[config.mk]
export PLATFORM = sky130hd
export DESIGN_NAME = mem_stage_lsu_flat
export DESIGN_NICKNAME = d
export VERILOG_FILES = /design/src/rtl/mem_stage_lsu_if.sv /design/src/rtl/mem_stage_lsu.sv /design/src/flat_wrapper.sv
export SDC_FILE = /design/constraint.sdc
export NUM_CORES = 1
export LEC_CHECK = 0
export ABC_CLOCK_PERIOD_IN_PS = 2100
export BUFFER_PORTS_ARGS = -buffer_cell sky130_fd_sc_hd__clkbuf_2
export CORE_ASPECT_RATIO = 0.5
export CORE_MARGIN = 2
export CORE_UTILIZATION = 45
export DETAILED_ROUTE_END_ITERATION = 8
export PLACE_DENSITY = 0.77
export SYNTH_ARGS = -nofsm -noshare
export SYNTH_HDL_FRONTEND = slang
export SYNTH_SLANG_ARGS = --single-unit
[constraint.sdc]
create_clock -name clock -period 2.1 [get_ports clock]
set_input_delay 0.525 -clock clock [delete_from_list [all_inputs] [get_ports clock]]
set_output_delay 0.525 -clock clock [all_outputs]
set_load 0.01 [all_outputs]
[src/rtl/mem_stage_lsu_if.sv]
// rtl/mem_stage_lsu_if.sv - req/gnt + rvalid data-memory bus between the LSU and memory
interface mem_stage_lsu_if;
    logic        mem_req;
    logic [31:0] mem_addr;
    logic        mem_we;
    logic [31:0] mem_wdata;
    logic [3:0]  mem_wstrb;
    logic        mem_gnt;
    logic        mem_rvalid;
    logic [31:0] mem_rdata;

    modport master (
        output mem_req, mem_addr, mem_we, mem_wdata, mem_wstrb,
        input  mem_gnt, mem_rvalid, mem_rdata
    );

    modport slave (
        input  mem_req, mem_addr, mem_we, mem_wdata, mem_wstrb,
        output mem_gnt, mem_rvalid, mem_rdata
    );
endinterface

[src/rtl/mem_stage_lsu.sv]
// rtl/mem_stage_lsu.sv - MEM-stage load/store unit: lane steering, load extension, pipeline stall
// One access in flight at a time; the pipeline is held from request until the response completes.
module mem_stage_lsu #(
    parameter int TIMEOUT = 255,
    parameter int TO_W    = 8
) (
    input  logic                clock,
    input  logic                reset_n,
    input  logic                RegWriteM,
    input  logic [1:0]          ResultSrcM,
    input  logic                MemWriteM,
    input  logic [2:0]          Funct3M,
    input  logic [31:0]         ALUResultM,
    input  logic [31:0]         WriteDataM,
    output logic                StallM,
    output logic [31:0]         ReadDataM,
    mem_stage_lsu_if.master     bus,
    output logic                misalign_fault,
    output logic                bus_error
);

    typedef enum logic [1:0] {
        S_IDLE = 2'd0,
        S_REQ  = 2'd1,
        S_RESP = 2'd2,
        S_DONE = 2'd3
    } state_t;

    state_t          state_q;
    logic [TO_W-1:0] cnt_q;
    logic            req_q;
    logic            we_q;
    logic [31:0]     addr_q;
    logic [31:0]     wdata_q;
    logic [3:0]      wstrb_q;
    logic [2:0]      f3_q;
    logic [1:0]      off_q;
    logic            is_load_q;
    logic [31:0]     rdata_q;
    logic            fault_q;
    logic            berr_q;

    logic            is_store;
    logic            is_load;
    logic            access;
    logic            misaligned;
    logic [31:0]     st_wdata;
    logic [3:0]      st_wstrb;

    // Funct3[1:0] carries the size; Funct3[2] marks the unsigned load forms.
    always_comb begin
        is_store   = MemWriteM;
        is_load    = (ResultSrcM == 2'b01) && RegWriteM;
        access     = is_store || is_load;
        misaligned = 1'b0;
        st_wdata   = WriteDataM;
        st_wstrb   = 4'b1111;
        case (Funct3M[1:0])
            2'b00: begin
                st_wdata = {4{WriteDataM[7:0]}};
                st_wstrb = 4'b0001 << ALUResultM[1:0];
            end
            2'b01: begin
                misaligned = ALUResultM[0];
                st_wdata   = {2{WriteDataM[15:0]}};
                st_wstrb   = ALUResultM[1] ? 4'b1100 : 4'b0011;
            end
            default: begin
                misaligned = (ALUResultM[1:0] != 2'b00);
            end
        endcase
    end

    function automatic logic [31:0] load_ext(input logic [31:0] w,
                                             input logic [2:0]  f3,
                                             input logic [1:0]  off);
        logic [31:0] sh;
        logic [31:0] r;
        sh = w >> {off, 3'b000};
        case (f3[1:0])
            2'b00:   r = f3[2] ? {24'h0, sh[7:0]}  : {{24{sh[7]}}, sh[7:0]};
            2'b01:   r = f3[2] ? {16'h0, sh[15:0]} : {{16{sh[15]}}, sh[15:0]};
            default: r = w;
        endcase
        return r;
    endfunction

    assign StallM = (state_q == S_REQ) || (state_q == S_RESP) ||
                    ((state_q == S_IDLE) && access && !misaligned);

    always_ff @(posedge clock or negedge reset_n) begin
        if (!reset_n) begin
            state_q   <= S_IDLE;
            cnt_q     <= '0;
            req_q     <= 1'b0;
            we_q      <= 1'b0;
            addr_q    <= '0;
            wdata_q   <= '0;
            wstrb_q   <= '0;
            f3_q      <= '0;
            off_q     <= '0;
            is_load_q <= 1'b0;
            rdata_q   <= '0;
            fault_q   <= 1'b0;
            berr_q    <= 1'b0;
        end else begin
            fault_q <= 1'b0;
            berr_q  <= 1'b0;
            case (state_q)
                S_IDLE: begin
                    if (access) begin
                        if (misaligned) begin
                            fault_q <= 1'b1;
                            rdata_q <= '0;
                        end else begin
                            req_q     <= 1'b1;
                            we_q      <= is_store;
                            addr_q    <= {ALUResultM[31:2], 2'b00};
                            wdata_q   <= st_wdata;
                            wstrb_q   <= is_store ? st_wstrb : 4'b0000;
                            f3_q      <= Funct3M;
                            off_q     <= ALUResultM[1:0];
                            is_load_q <= !is_store;
                            state_q   <= S_REQ;
                        end
                    end
                end
                S_REQ: begin
                    if (bus.mem_gnt) begin
                        req_q <= 1'b0;
                        if (bus.mem_rvalid) begin
                            if (is_load_q) begin
                                rdata_q <= load_ext(bus.mem_rdata, f3_q, off_q);
                            end
                            state_q <= S_DONE;
                        end else begin
                            cnt_q   <= '0;
                            state_q <= S_RESP;
                        end
                    end
                end
                S_RESP: begin
                    if (bus.mem_rvalid) begin
                        if (is_load_q) begin
                            rdata_q <= load_ext(bus.mem_rdata, f3_q, off_q);
                        end
                        state_q <= S_DONE;
                    end else if (cnt_q == TO_W'(TIMEOUT)) begin
                        // A lost response must not leave stale data looking like a result.
                        berr_q  <= 1'b1;
                        rdata_q <= '0;
                        state_q <= S_DONE;
                    end else begin
                        cnt_q <= cnt_q + TO_W'(1);
                    end
                end
                S_DONE: begin
                    state_q <= S_IDLE;
                end
                default: begin
                    state_q <= S_IDLE;
                end
            endcase
        end
    end

    assign ReadDataM      = rdata_q;
    assign misalign_fault = fault_q;
    assign bus_error      = berr_q;
    assign bus.mem_req    = req_q;
    assign bus.mem_addr   = addr_q;
    assign bus.mem_we     = we_q;
    assign bus.mem_wdata  = wdata_q;
    assign bus.mem_wstrb  = wstrb_q;

endmodule

[src/flat_wrapper.sv]
// flat-port wrapper written by rule: the top's interface ports become plain ports
module mem_stage_lsu_flat 
#(
    parameter int TIMEOUT = 255,
    parameter int TO_W    = 8
)
  (clock, reset_n, RegWriteM, ResultSrcM, MemWriteM, Funct3M, ALUResultM, WriteDataM, StallM, ReadDataM, misalign_fault, bus_error, bus_mem_req, bus_mem_addr, bus_mem_we, bus_mem_wdata, bus_mem_wstrb, bus_mem_gnt, bus_mem_rvalid, bus_mem_rdata);
  mem_stage_lsu_if bus_i ();
  input  logic clock;
  input  logic reset_n;
  input  logic RegWriteM;
  input  logic [1:0] ResultSrcM;
  input  logic MemWriteM;
  input  logic [2:0] Funct3M;
  input  logic [31:0] ALUResultM;
  input  logic [31:0] WriteDataM;
  output logic StallM;
  output logic [31:0] ReadDataM;
  output logic misalign_fault;
  output logic bus_error;
  output wire logic [$bits(bus_i.mem_req)-1:0] bus_mem_req;
  output wire logic [$bits(bus_i.mem_addr)-1:0] bus_mem_addr;
  output wire logic [$bits(bus_i.mem_we)-1:0] bus_mem_we;
  output wire logic [$bits(bus_i.mem_wdata)-1:0] bus_mem_wdata;
  output wire logic [$bits(bus_i.mem_wstrb)-1:0] bus_mem_wstrb;
  input wire logic [$bits(bus_i.mem_gnt)-1:0] bus_mem_gnt;
  input wire logic [$bits(bus_i.mem_rvalid)-1:0] bus_mem_rvalid;
  input wire logic [$bits(bus_i.mem_rdata)-1:0] bus_mem_rdata;
  assign bus_mem_req = bus_i.mem_req;
  assign bus_mem_addr = bus_i.mem_addr;
  assign bus_mem_we = bus_i.mem_we;
  assign bus_mem_wdata = bus_i.mem_wdata;
  assign bus_mem_wstrb = bus_i.mem_wstrb;
  assign bus_i.mem_gnt = bus_mem_gnt;
  assign bus_i.mem_rvalid = bus_mem_rvalid;
  assign bus_i.mem_rdata = bus_mem_rdata;
  mem_stage_lsu #(.TIMEOUT(TIMEOUT), .TO_W(TO_W)) u_core (.clock(clock), .reset_n(reset_n), .RegWriteM(RegWriteM), .ResultSrcM(ResultSrcM), .MemWriteM(MemWriteM), .Funct3M(Funct3M), .ALUResultM(ALUResultM), .WriteDataM(WriteDataM), .StallM(StallM), .ReadDataM(ReadDataM), .bus(bus_i), .misalign_fault(misalign_fault), .bus_error(bus_error));
endmodule
### After elaboration in Yosys (flattened, before gate mapping)

Index checks and enable logic that the tools add are counted.

* eq/ne operators: 16
* $add $sub $neg: 1
* shifts and indexed selects: 2
* reductions and logical operators: 20
* bitwise operators: 1
* multiplexer cells: 38

Operator list (count)
* $mux 32: 9
* $pmux 32 s2: 2
* $pmux 32 s3: 1
* $mux 8: 4
* $shr 32x5->16: 1
* $pmux 8 s2: 1
* $ne 2x2->1 const B: 6
* $mux 1: 10
* $mux 2: 5
* $add 8x1->8 const B: 1
* $eq 2x1->1 const B: 4
* $eq 8x8->1 const B: 1
* $mux 4: 2
* $pmux 2 s4: 1
* $pmux 4 s2: 1
* $reduce_and 4->1: 2
* $logic_not 2->1: 3
* $reduce_and 6->1: 1
* $reduce_bool 2->1: 3
* $reduce_and 5->1: 1
* $eq 2x2->1 const B: 2
* $ne 2x1->1 const B: 2
* $pmux 1 s2: 2
* $shl 1x2->4 const A: 1
* other kinds (7): 12

* bits of input ports: 107
* logic and storage cells: 91
* flip-flop bits (word level): 118

### Longest topological paths before layout

Gate-level depths: netlist of the first run.

* depth in word-level cells: 7
* gate-level depth with buffers: 9
* gate-level depth less buffers: 6

### Worst setup path before layout of the first run

No wires, ideal clock.

* kind: reg-to-reg
* from: register u_core.state_q[1]
* to: register u_core.rdata_q[2] (netlist: u_core.ReadDataM[2])
* path buffers: 3
* required time: 1.979 ns
* arrival time: 2.204 ns
* clock period less this slack: 2.325 ns
* slack: -0.225 ns
* cell stages (with the launch flop): 10
* cell sequence: dfrtp_1 > inv_1 > ha_1 > clkbuf_1 > a21boi_0 > a311o_1 > or4_1 > buf_2 > buf_6 > a22o_1

* longest elaborated chain between the ends: 3
* elaborated cells on any way between the ends: 11
* classes of those cells: eq/ne (7); mux (1); reduce/logical (3)

RTL lines
* start, declared: line mem_stage_lsu.sv:29 `state_t state_q;`
* start signal, assigned: line mem_stage_lsu.sv:93 `state_q <= S_IDLE;`
* start signal, assigned: line mem_stage_lsu.sv:124 `state_q <= S_REQ;`
* start signal, assigned: line mem_stage_lsu.sv:135 `state_q <= S_DONE;`
* $eq 2x2->1 (tied with other cells): line mem_stage_lsu.sv:109 `case (state_q)`
* $ne 3x3->1 (no line) (tied with other cells)
* $reduce_and 6->1 (no line)
* end signal, assigned: line mem_stage_lsu.sv:133 `rdata_q <= load_ext(bus.mem_rdata, f3_q, off_q);`
* end signal, assigned: line mem_stage_lsu.sv:145 `rdata_q <= load_ext(bus.mem_rdata, f3_q, off_q);`
* end, declared: line mem_stage_lsu.sv:39 `logic [31:0] rdata_q;`

Several ways; a longest one is shown, not always the timed one.
A chain may end at the register's enable or synchronous reset.

### Final worst setup path of the first run

* from: register u_core.state_q[0]
* to: register u_core.rdata_q[28] (netlist: u_core.ReadDataM[28])

Same word-level chain as after synthesis.

==> flow_metrics.tcl, run 1 <==
set metrics [dict create \
    status "finished with violations" \
    violations "negative setup slack" \
    fill_cells 1045 \
    num_antenna_cells 0 \
    postSynthAreaPerCell_um2 11.0 \
    drtPass1Iterations 5 \
    pwr-share-clk_pct 23.8 \
    initial_utilization_pct 45.6 \
    dp.cells 899 \
    h-tree-depth 4 \
    synth_enable_flop_cells 0 \
    maxSlewHeadroom_pct 34.8 \
    post-route-drc-count 0 \
    wire_per_inst_um 16.1 \
    worst_setup_path_start_kind "register" \
    crit_family "compound AO/OA/AOI/OAI gates" \
    gr-total-overflow 0 \
    core_area_mm2 0.0126 \
    hpwl_mm 10.9 \
    fp.dieH_um 83.7 \
    ys_warn_count 0 \
    cts.sinks 118 \
    setup.worst_path.class "reg2reg" \
    cts_buffers 17 \
    seq_power_share_pct 33.1 \
    power.internal_mw 7.66 \
    row_count 29 \
    p_comb_share_pct 43.2 \
    p_sw_share_pct 36.4 \
    min_path_type "in2async" \
    finalNetCount 865 \
    ant_nets 0 \
    antenna_found_initial 0 \
    setup-violations-final 25 \
    ir_drop_mv 0.702 \
    dieArea_mm2 0.0137 \
    clock-root-buffer "clkbuf_16" \
    p_sw_mw 4.39 \
    cts_hold_buf 0 \
    synthDistinctLibCells 46 \
    cts_tree "done" \
    crit_chain "buf_6 > ha_4 > a21boi_1 > a311o_1 > or4_4 > buf_12 > a32o_2" \
    layout_commonest_cell "clkbuf_2" \
    synth_area_mm2 0.00572 \
    portBuffers 209 \
    hold_violations 0 \
    ys_ff_latch 118 \
    worst_skew_pair.late_latency_ns 0.41 \
    finalMaxSlewViolations 0 \
    critPathRequiredTime_ns 2.39 \
    grt_max_degree 59 \
    drtIter0Drc 301 \
    fin_skew_ns 0.0127 \
    fin_crit_sh_pct 101 \
    final.min_clock_period_ns 2.13 \
    tightest_slew_ns 0.975 \
    async_flop_share_pct 100 \
    die_w_um 163 \
    track_usage_pct 22.4 \
    power_density_mw_per_mm2 1530 \
    crit_slowest_cell "or4_4" \
    critical_path.max_fanout 32 \
    avgViaCountPerCell 5.35 \
    cts_buffer_depth 2 \
    rsz0062_at_grt "yes" \
    clk_pin_slew_worst_paths_ns 0.06 \
    grt_pass1_wl_mm 24.3 \
    synthCells 520 \
    grt_pass1_vias 5067 \
    critPathBufInv 2 \
    routabilityCongestion 0.881 \
    num_vias 5000 \
    synthFlopType "dfrtp_1" \
    yosysSeqAreaShare_pct 51.6 \
    cpPeakStageDelay_ns 0.43 \
    io_pins 212 \
    tns_ns -0.224 \
    power_leakage_nw 3.98 \
    end_kind "register" \
    layout-drive-gt1-share_pct 44.8 \
    routed_wl_mm 15.1 \
    critPathArrivalTime_ns 2.41 \
    syn_to_final_growth_pct 37.7 \
    fin_ws_ns -0.0272 \
    layout.cells.non_filler 935 \
    layout_common_cells "clkbuf_2 (207), dfrtp_1 (118), nand2_1 (47)" \
    fmax_mhz 470 \
    drv_cap 0 \
]
==> state kept, by name, indices dropped and copies added, names as in the netlist, 2 cells and up <==
register / flops
u_core.ReadDataM: 32
u_core.bus.mem_addr: 30
u_core.bus.mem_wdata: 32
u_core.bus.mem_wstrb: 4
u_core.cnt_q: 8
u_core.f3_q: 3
u_core.off_q: 2
u_core.state_q: 2
==> through the flow <==
step | instance area, µm² | hold WS, ns | utilization, % | power, mW | setup slack [ns]
4_1_cts | 7800 | 0.0589 | 62.1 | 12.0 | -0.0322
6_report | 7880 | 0.0587 | 62.7 | 12.0 | -0.0272
3_3_place_gp | 7180 | 0.462 | 57.2 | 8.81 | -0.0103
5_1_grt | 7880 | 0.0672 | 62.7 | 12.8 | -0.0852
3_5_place_dp | 7180 | 0.470 | 57.2 | 9.00 | -0.0408
2_1_floorplan | 5760 | 0.229 | - | 7.03 | -0.0398
==> power groups by stage <==
stage                     sequential, mW  clock, mW  combinational (mW)
final                               3.98       2.86                5.20
after global routing                4.12       3.04                5.66
after CTS                           3.98       2.92                5.10
after detailed placement            4.01          0                4.98
after global placement              3.97          0                4.84
after floorplan                     4.31          0                2.72
==> cell families (layout without fill, tap and decap cells) <==
| family | count (synthesis) | count (layout) | synth area share [%] |
|---|---|---|---|
| fa+ha+maj | 6 | 6 | 1.31 |
| mux | 80 | 80 | 15.0 |
| flops | 118 | 118 | 51.6 |
| simple gates | 143 | 143 | 12.3 |
| xor+xnor | 1 | 1 | 0.153 |
| compound gates | 126 | 126 | 16.0 |
| other cells | 1 | 2 | 0.0655 |
| buf+inv | 45 | 289 | 3.61 |
==> layer usage <==
layer,vias up,part of all wire [%],track usage [%]
li1,2374,-,-
met4,0,2.5,9.01
met5,-,0,0
met2,144,51,38.7
met3,32,4.9,5.27
met1,2450,42,27.2
==> synthesized netlist by cell type, drive strengths merged, types with 6 or more instances <==
cell type | number | area (µm²)
nand3 | 8 | 40.0
nor2 | 28 | 105
a21oi | 15 | 75.1
a32o | 25 | 250
buf | 14 | 90.1
o21ai | 36 | 180
o31ai | 9 | 67.6
clkbuf | 23 | 86.3
o22ai | 6 | 37.5
o2bb2ai | 7 | 61.3
a22o | 16 | 140
nand2b | 27 | 169
dfrtp | 118 | 2950
nand2 | 47 | 176
inv | 8 | 30.0
mux2 | 44 | 495
mux2i | 36 | 360
ha | 6 | 75.1
==> worst paths after layout <==
path	from	to	slack, ns	depth (start not counted)
min in group clock	ALUResultM[27]	u_core.bus.mem_addr[27]$_DFFE_PN0P_	0.35	2
max in group asynchronous	reset_n	u_core.ReadDataM[31]$_DFFE_PN0P_	1.47	2
hold / removal	reset_n	u_core.bus.mem_addr[28]$_DFFE_PN0P_	0.06	1
hold reg to reg	u_core.bus.mem_wstrb[0]$_DFFE_PN0P_	u_core.bus.mem_wstrb[0]$_DFFE_PN0P_	0.47	2
setup reg to reg	u_core.state_q[0]$_DFFE_PN0P_	u_core.ReadDataM[28]$_DFFE_PN0P_	-0.03	7
setup / recovery	u_core.state_q[0]$_DFFE_PN0P_	u_core.ReadDataM[28]$_DFFE_PN0P_	-0.03	7
==> cell type report <==
type | count | area (µm²) | share of cell area (%)
Timing Repair Buffer | 249 | 1430 | 18.1
Sequential cell | 118 | 2950 | 37.5
Multi-Input combinational cell | 358 | 2660 | 33.8
Inverter | 8 | 30.0 | 0.381
Tap cell | 170 | 213 | 2.70
Clock buffer | 24 | 492 | 6.24
Clock inverter | 8 | 96.3 | 1.22
==> repair_timing <==
| action | 4_1_cts | 5_1_grt |
|---|---|---|
| endpoints found under the setup margin | 33 | 37 |
| pin swaps | 0 | 5 |
| resized for setup | 3 | 15 |
| hold endpoints to repair | 0 | 0 |
| setup buffers | 2 | 2 |
(Power assumes the default switching activity.)
==> inputs of run 2 (changes only) <==
PLACE_DENSITY = unset   (was 0.77)
PLACE_DENSITY_LB_ADDON = 0.05   (was unset)
==> run 2 against run 1 <==
Against the previous run:
- the run still ends with negative setup slack left
- flip-flop and latch count unchanged
- setup slack got worse by 0.0073 ns
- combinational power increased by 2%
- clock power increased by 4%
- final cell count increased by 0.96%
- hold slack got worse by 0.0049 ns
- final area increased by 1.4%
- sequential power about the same
- core utilization increased by 0.89 points
- sequential share of layout area decreased by 0.51 points
- non-clock buffer count increased by 10
- critical path type unchanged
- critical endpoint is now u_core.ReadDataM[1]$_DFFE_PN0P_
- largest cell class unchanged
==> flow_metrics.tcl, run 2 (synthesis gave the netlist of run 1 again) <==
set metrics [dict create \
    clock-root-buffer "clkbuf_16" \
    initial_utilization_pct 45.6 \
    finalNetCount 875 \
    hold_violations 0 \
    cts_tree "done" \
    finalMaxSlewViolations 0 \
    worst_skew_pair.late_latency_ns 0.40 \
    end_kind "register" \
    layout_common_cells "clkbuf_2 (207), dfrtp_1 (117), nand2_1 (47)" \
    critPathArrivalTime_ns 2.42 \
    critical_path.max_fanout 32 \
    setup.worst_path.class "reg2reg" \
    ant_nets 0 \
    maxSlewHeadroom_pct 41.9 \
    syn_to_final_growth_pct 39.6 \
    cts_buffer_depth 2 \
    hpwl_mm 11.2 \
    fin_crit_sh_pct 102 \
    status "finished with violations" \
    violations "negative setup slack" \
    worst_setup_path_start_kind "register" \
    drtPass1Iterations 5 \
    min_path_type "in2async" \
    fin_ws_ns -0.0345 \
    seq_area_mm2 0.00295 \
    wire_per_inst_um 16.3 \
    dieArea_mm2 0.0137 \
    drtIter0Drc 361 \
    r2r_end "u_core.ReadDataM[1]$_DFFE_PN0P_" \
    row_count 29 \
    post-route-drc-count 0 \
    rrSetupSlack_ns -0.03 \
    grt_max_degree 57 \
    die_w_um 163 \
    cts.sinks 118 \
    grt_pass1_wl_mm 24.9 \
    critPathRequiredTime_ns 2.38 \
    core_area_mm2 0.0126 \
    gr-total-overflow 0 \
    routed_wl_mm 15.4 \
    layout-drive-gt1-share_pct 45.9 \
    power_leakage_nw 4.01 \
    dp.cells 907 \
    grt_pass1_vias 4991 \
    fp.dieH_um 83.7 \
    routabilityCongestion 0.862 \
    drv_cap 0 \
    dp_slack_ns -0.0748 \
    cts_buffers 17 \
    track_usage_pct 23.0 \
    layout.cells.non_filler 944 \
    final.min_clock_period_ns 2.13 \
    num_vias 5025 \
    setup-violations-final 17 \
    tightest_slew_ns 0.870 \
    antenna_found_initial 0 \
    portBuffers 209 \
    rsz0062_at_grt "yes" \
    num_antenna_cells 0 \
    p_total_mw 12.3 \
    ir_drop_mv 0.734 \
    layout_commonest_cell "clkbuf_2" \
    io_pins 212 \
    reg2reg_from "u_core.state_q[0]$_DFFE_PN0P_" \
    fill_cells 1096 \
    multi_input_area_mm2 0.00268 \
    fmax_mhz 468 \
    avgViaCountPerCell 5.32 \
    fin_skew_ns 0.00892 \
    h-tree-depth 4 \
    rr_worst_depth 7 \
    power_density_mw_per_mm2 1540 \
    clk_pin_slew_worst_paths_ns 0.06 \
]
==> run 2: cell type report <==
| cell class | instances | share of cell area (%) |
|---|---|---|
| Inverter | 8 | 0.407 |
| Multi-Input combinational cell | 358 | 33.6 |
| Sequential cell | 118 | 37.0 |
| Clock inverter | 13 | 2.18 |
| Timing Repair Buffer | 259 | 18.7 |
| Tap cell | 170 | 2.66 |
| Clock buffer | 18 | 5.50 |
==> run 2: metrics by stage <==
step	instance area [µm²]	hold slack, ns	TNS (ns)	util, %
finish	7990	0.0539	-0.155	63.6
global route	7990	0.0727	-1.49	63.6
CTS	7900	0.0642	-0.0865	62.9
detailed placement	7230	0.469	-1.60	57.6
global placement	7230	0.463	-1.14	57.6
floorplan	5760	0.229	-1.11	-
==> run 2: worst max-delay path by stage <==
stage                                        startpoint  depth (start not counted)                              end
after floorplan           u_core.state_q[1]$_DFFE_PN0P_                          9  u_core.ReadDataM[2]$_DFFE_PN0P_
after global placement                    ALUResultM[0]                          6  u_core.ReadDataM[0]$_DFFE_PN0P_
after detailed placement                  ALUResultM[0]                          6  u_core.ReadDataM[0]$_DFFE_PN0P_
after CTS                 u_core.state_q[1]$_DFFE_PN0P_                          7  u_core.ReadDataM[1]$_DFFE_PN0P_
after global routing      u_core.state_q[0]$_DFFE_PN0P_                          7  u_core.ReadDataM[1]$_DFFE_PN0P_
final                     u_core.state_q[0]$_DFFE_PN0P_                          7  u_core.ReadDataM[1]$_DFFE_PN0P_
==> run 2: report_power, final <==
part / internal [mW] / switching (mW)
Combinational: 2.57 / 2.71
Sequential: 3.31 / 0.692
Clock: 1.91 / 1.07
Total: 7.80 / 4.47
==> run 2: worst max-delay path, stage by stage (launching register included) <==
cell	delay (ns)
dfrtp_1	0.41
buf_6	0.13
ha_4	0.16
a21boi_1	0.14
a311o_1	0.31
or4_4	0.44
buf_12	0.18
a22o_1	0.24
==> run 2: layer usage <==
metal	track usage [%]	vias up	routed length, µm
met3	6.95	6	1210
met2	37.5	187	7270
met1	30.6	2448	6820
met5	0	-	0
li1	-	2384	-
met4	4.78	0	89
==> run 2: what timing repair did <==
| action | CTS | global route |
|---|---|---|
| resized for setup | 7 | 14 |
| setup endpoints to repair | 34 | 36 |
| pin swaps | 1 | 5 |
| buffers inserted | 3 | 3 |
| endpoints found under the hold margin | 0 | 0 |
| hold buffers | 0 | 0 |
==> inputs of run 3 (changes only) <==
BUFFER_PORTS_ARGS = unset   (was -buffer_cell sky130_fd_sc_hd__clkbuf_2)
CORE_UTILIZATION = 46   (was 45)
DONT_BUFFER_PORTS = 1   (was unset)
==> run 3 against run 2 <==
Against the previous run:
- the flow finishes with violations (negative hold slack, negative setup slack)
- setup slack improved by 0.034 ns
- highest routed layer unchanged
- largest power group is now registers
- register-to-register slack gained 0.03 ns
- sequential share of layout area grew 7.1 points
- critical path type unchanged
- sequential power up 15%
==> flow_metrics.tcl, run 3 (synthesis gave the netlist of run 1 again) <==
set metrics [dict create \
    status "finished with violations" \
    violations "negative hold slack, negative setup slack" \
    cts_buffer_depth 2 \
    avgViaCountPerCell 5.77 \
    rrSetupSlack_ns -0.0001 \
    power.internal_mw 6.93 \
    crit_chain "buf_4 > ha_1 > a311o_1 > or4_4 > buf_12 > a22o_1" \
    place_area_mm2 0.00602 \
    final.min_clock_period_ns 2.10 \
    crit_family "compound AO/OA/AOI/OAI gates" \
    final_area_mm2 0.00671 \
    crit_slowest_cell "or4_4" \
    gr-total-overflow 0 \
    critPathBufInv 2 \
    post-route-util_pct 56.0 \
    hpwl_mm 10.1 \
    layout-drive-gt1-share_pct 22.3 \
    r2r_end "u_core.ReadDataM[0]$_DFFE_PN0P_" \
    grt_max_degree 119 \
    worst_setup_path_start_kind "register" \
    tightest_slew_ns 0.917 \
    dp.cells 673 \
    layout_commonest_cell "dfrtp_1" \
    critPathRequiredTime_ns 2.39 \
    drv_cap 0 \
    cts_buffers 17 \
    fin_skew_ns 0.0178 \
    drtIter0Drc 283 \
    cts.sinks 118 \
    antenna_found_initial 0 \
    tns_ns -0.000136 \
    critPathArrivalTime_ns 2.39 \
    initial_utilization_pct 47.8 \
    die_w_um 162 \
    p_comb_share_pct 31.2 \
    clock-root-buffer "clkbuf_16" \
    syn_to_final_growth_pct 17.2 \
    critical_path.max_fanout 32 \
    num_vias 4082 \
    layout.cells.non_filler 707 \
    num_antenna_cells 0 \
    cts_tree "done" \
    wire_per_inst_um 20.6 \
    cpPeakStageDelay_ns 0.44 \
    finalMaxSlewViolations 0 \
    rsz0062_at_grt "yes" \
    rr_worst_depth 6 \
    track_usage_pct 21.9 \
    p_sw_mw 4.12 \
    power_density_mw_per_mm2 1650 \
    portBuffers 0 \
    setup-violations-final 1 \
    fp.dieH_um 82.9 \
    core_area_mm2 0.0120 \
    row_count 28 \
    h-tree-depth 4 \
    routabilityCongestion 0.875 \
    setup.worst_path.class "reg2reg" \
    p_sw_share_pct 37.3 \
    pwr-share-clk_pct 27.0 \
    hold_violations 118 \
    post-route-drc-count 0 \
    reg2reg_from "u_core.state_q[0]$_DFFE_PN0P_" \
    p_total_mw 11.0 \
    maxSlewHeadroom_pct 38.8 \
    min_path_type "in2async" \
    finalNetCount 643 \
    end_kind "register" \
    dp_slack_ns -0.0687 \
    fin_ws_ns -0.000136 \
    dieArea_mm2 0.0134 \
    drtPass1Iterations 4 \
    io_pins 212 \
    fin_crit_sh_pct 100 \
    clk_pin_slew_worst_paths_ns 0.06 \
    ant_nets 0 \
    grt_pass1_wl_mm 23.0 \
    seq_power_share_pct 41.9 \
    worst_skew_pair.late_latency_ns 0.41 \
    ir_drop_mv 0.817 \
    fmax_mhz 476 \
    power_leakage_nw 3.00 \
    grt_pass1_vias 4092 \
    layout_common_cells "dfrtp_1 (117), nand2_1 (47), mux2_2 (44)" \
    routed_wl_mm 14.6 \
    fin_hold_ws_ns -0.186 \
]
[run 3: changes by cell type in the layout (fill, tap and decap cells not counted), sizes merged]
cell    change
clkinv      +2
inv         -1
clkbuf    -208
buf        -25
[run 3: worst max-delay path by stage]
| stage | slack (ns) | cells after the start | endpoint | startpoint |
|---|---|---|---|---|
| 2_1_floorplan | -0.04 | 9 | u_core.ReadDataM[2]$_DFFE_PN0P_ | u_core.state_q[1]$_DFFE_PN0P_ |
| 3_3_place_gp | 0.01 | 7 | u_core.ReadDataM[0]$_DFFE_PN0P_ | u_core.state_q[1]$_DFFE_PN0P_ |
| 3_5_place_dp | -0.07 | 7 | u_core.ReadDataM[0]$_DFFE_PN0P_ | u_core.state_q[1]$_DFFE_PN0P_ |
| 4_1_cts | 0.01 | 6 | u_core.ReadDataM[0]$_DFFE_PN0P_ | u_core.state_q[0]$_DFFE_PN0P_ |
| 5_1_grt | -0.04 | 7 | u_core.ReadDataM[0]$_DFFE_PN0P_ | u_core.state_q[0]$_DFFE_PN0P_ |
| 6_report | -0.0001 | 6 | u_core.ReadDataM[0]$_DFFE_PN0P_ | u_core.state_q[0]$_DFFE_PN0P_ |
[run 3: cell type report]
class                   count  area, µm²
repair buffers             27        253
multi-input cells         358       2660
clock buffers              17        425
inverters                   8       32.5
fillers                  1048       5280
clock inverters            14        179
well taps                 165        206
flip-flops and latches    118       2950
[run 3: layer usage]
metal | global-route usage [%] | wire length, µm
met1 | 27.4 | 6200
met2 | 33.3 | 6670
met3 | 10.6 | 1570
met4 | 7.48 | 127
met5 | 0 | 0
[run 3: power groups by stage]
stage	clock [mW]	combinational [mW]	sequential (mW)
after floorplan	0	2.72	4.31
after global placement	0	3.23	4.67
after detailed placement	0	3.31	4.68
after CTS	3.04	3.39	4.65
after global routing	3.17	3.81	4.77
final	2.98	3.44	4.63
[run 3: timing repair]
item,CTS,global route
setup endpoints to repair,34,36
endpoints found under the hold margin,118,118
pin swaps,0,1
buffers inserted,1,2
resized for setup,6,6
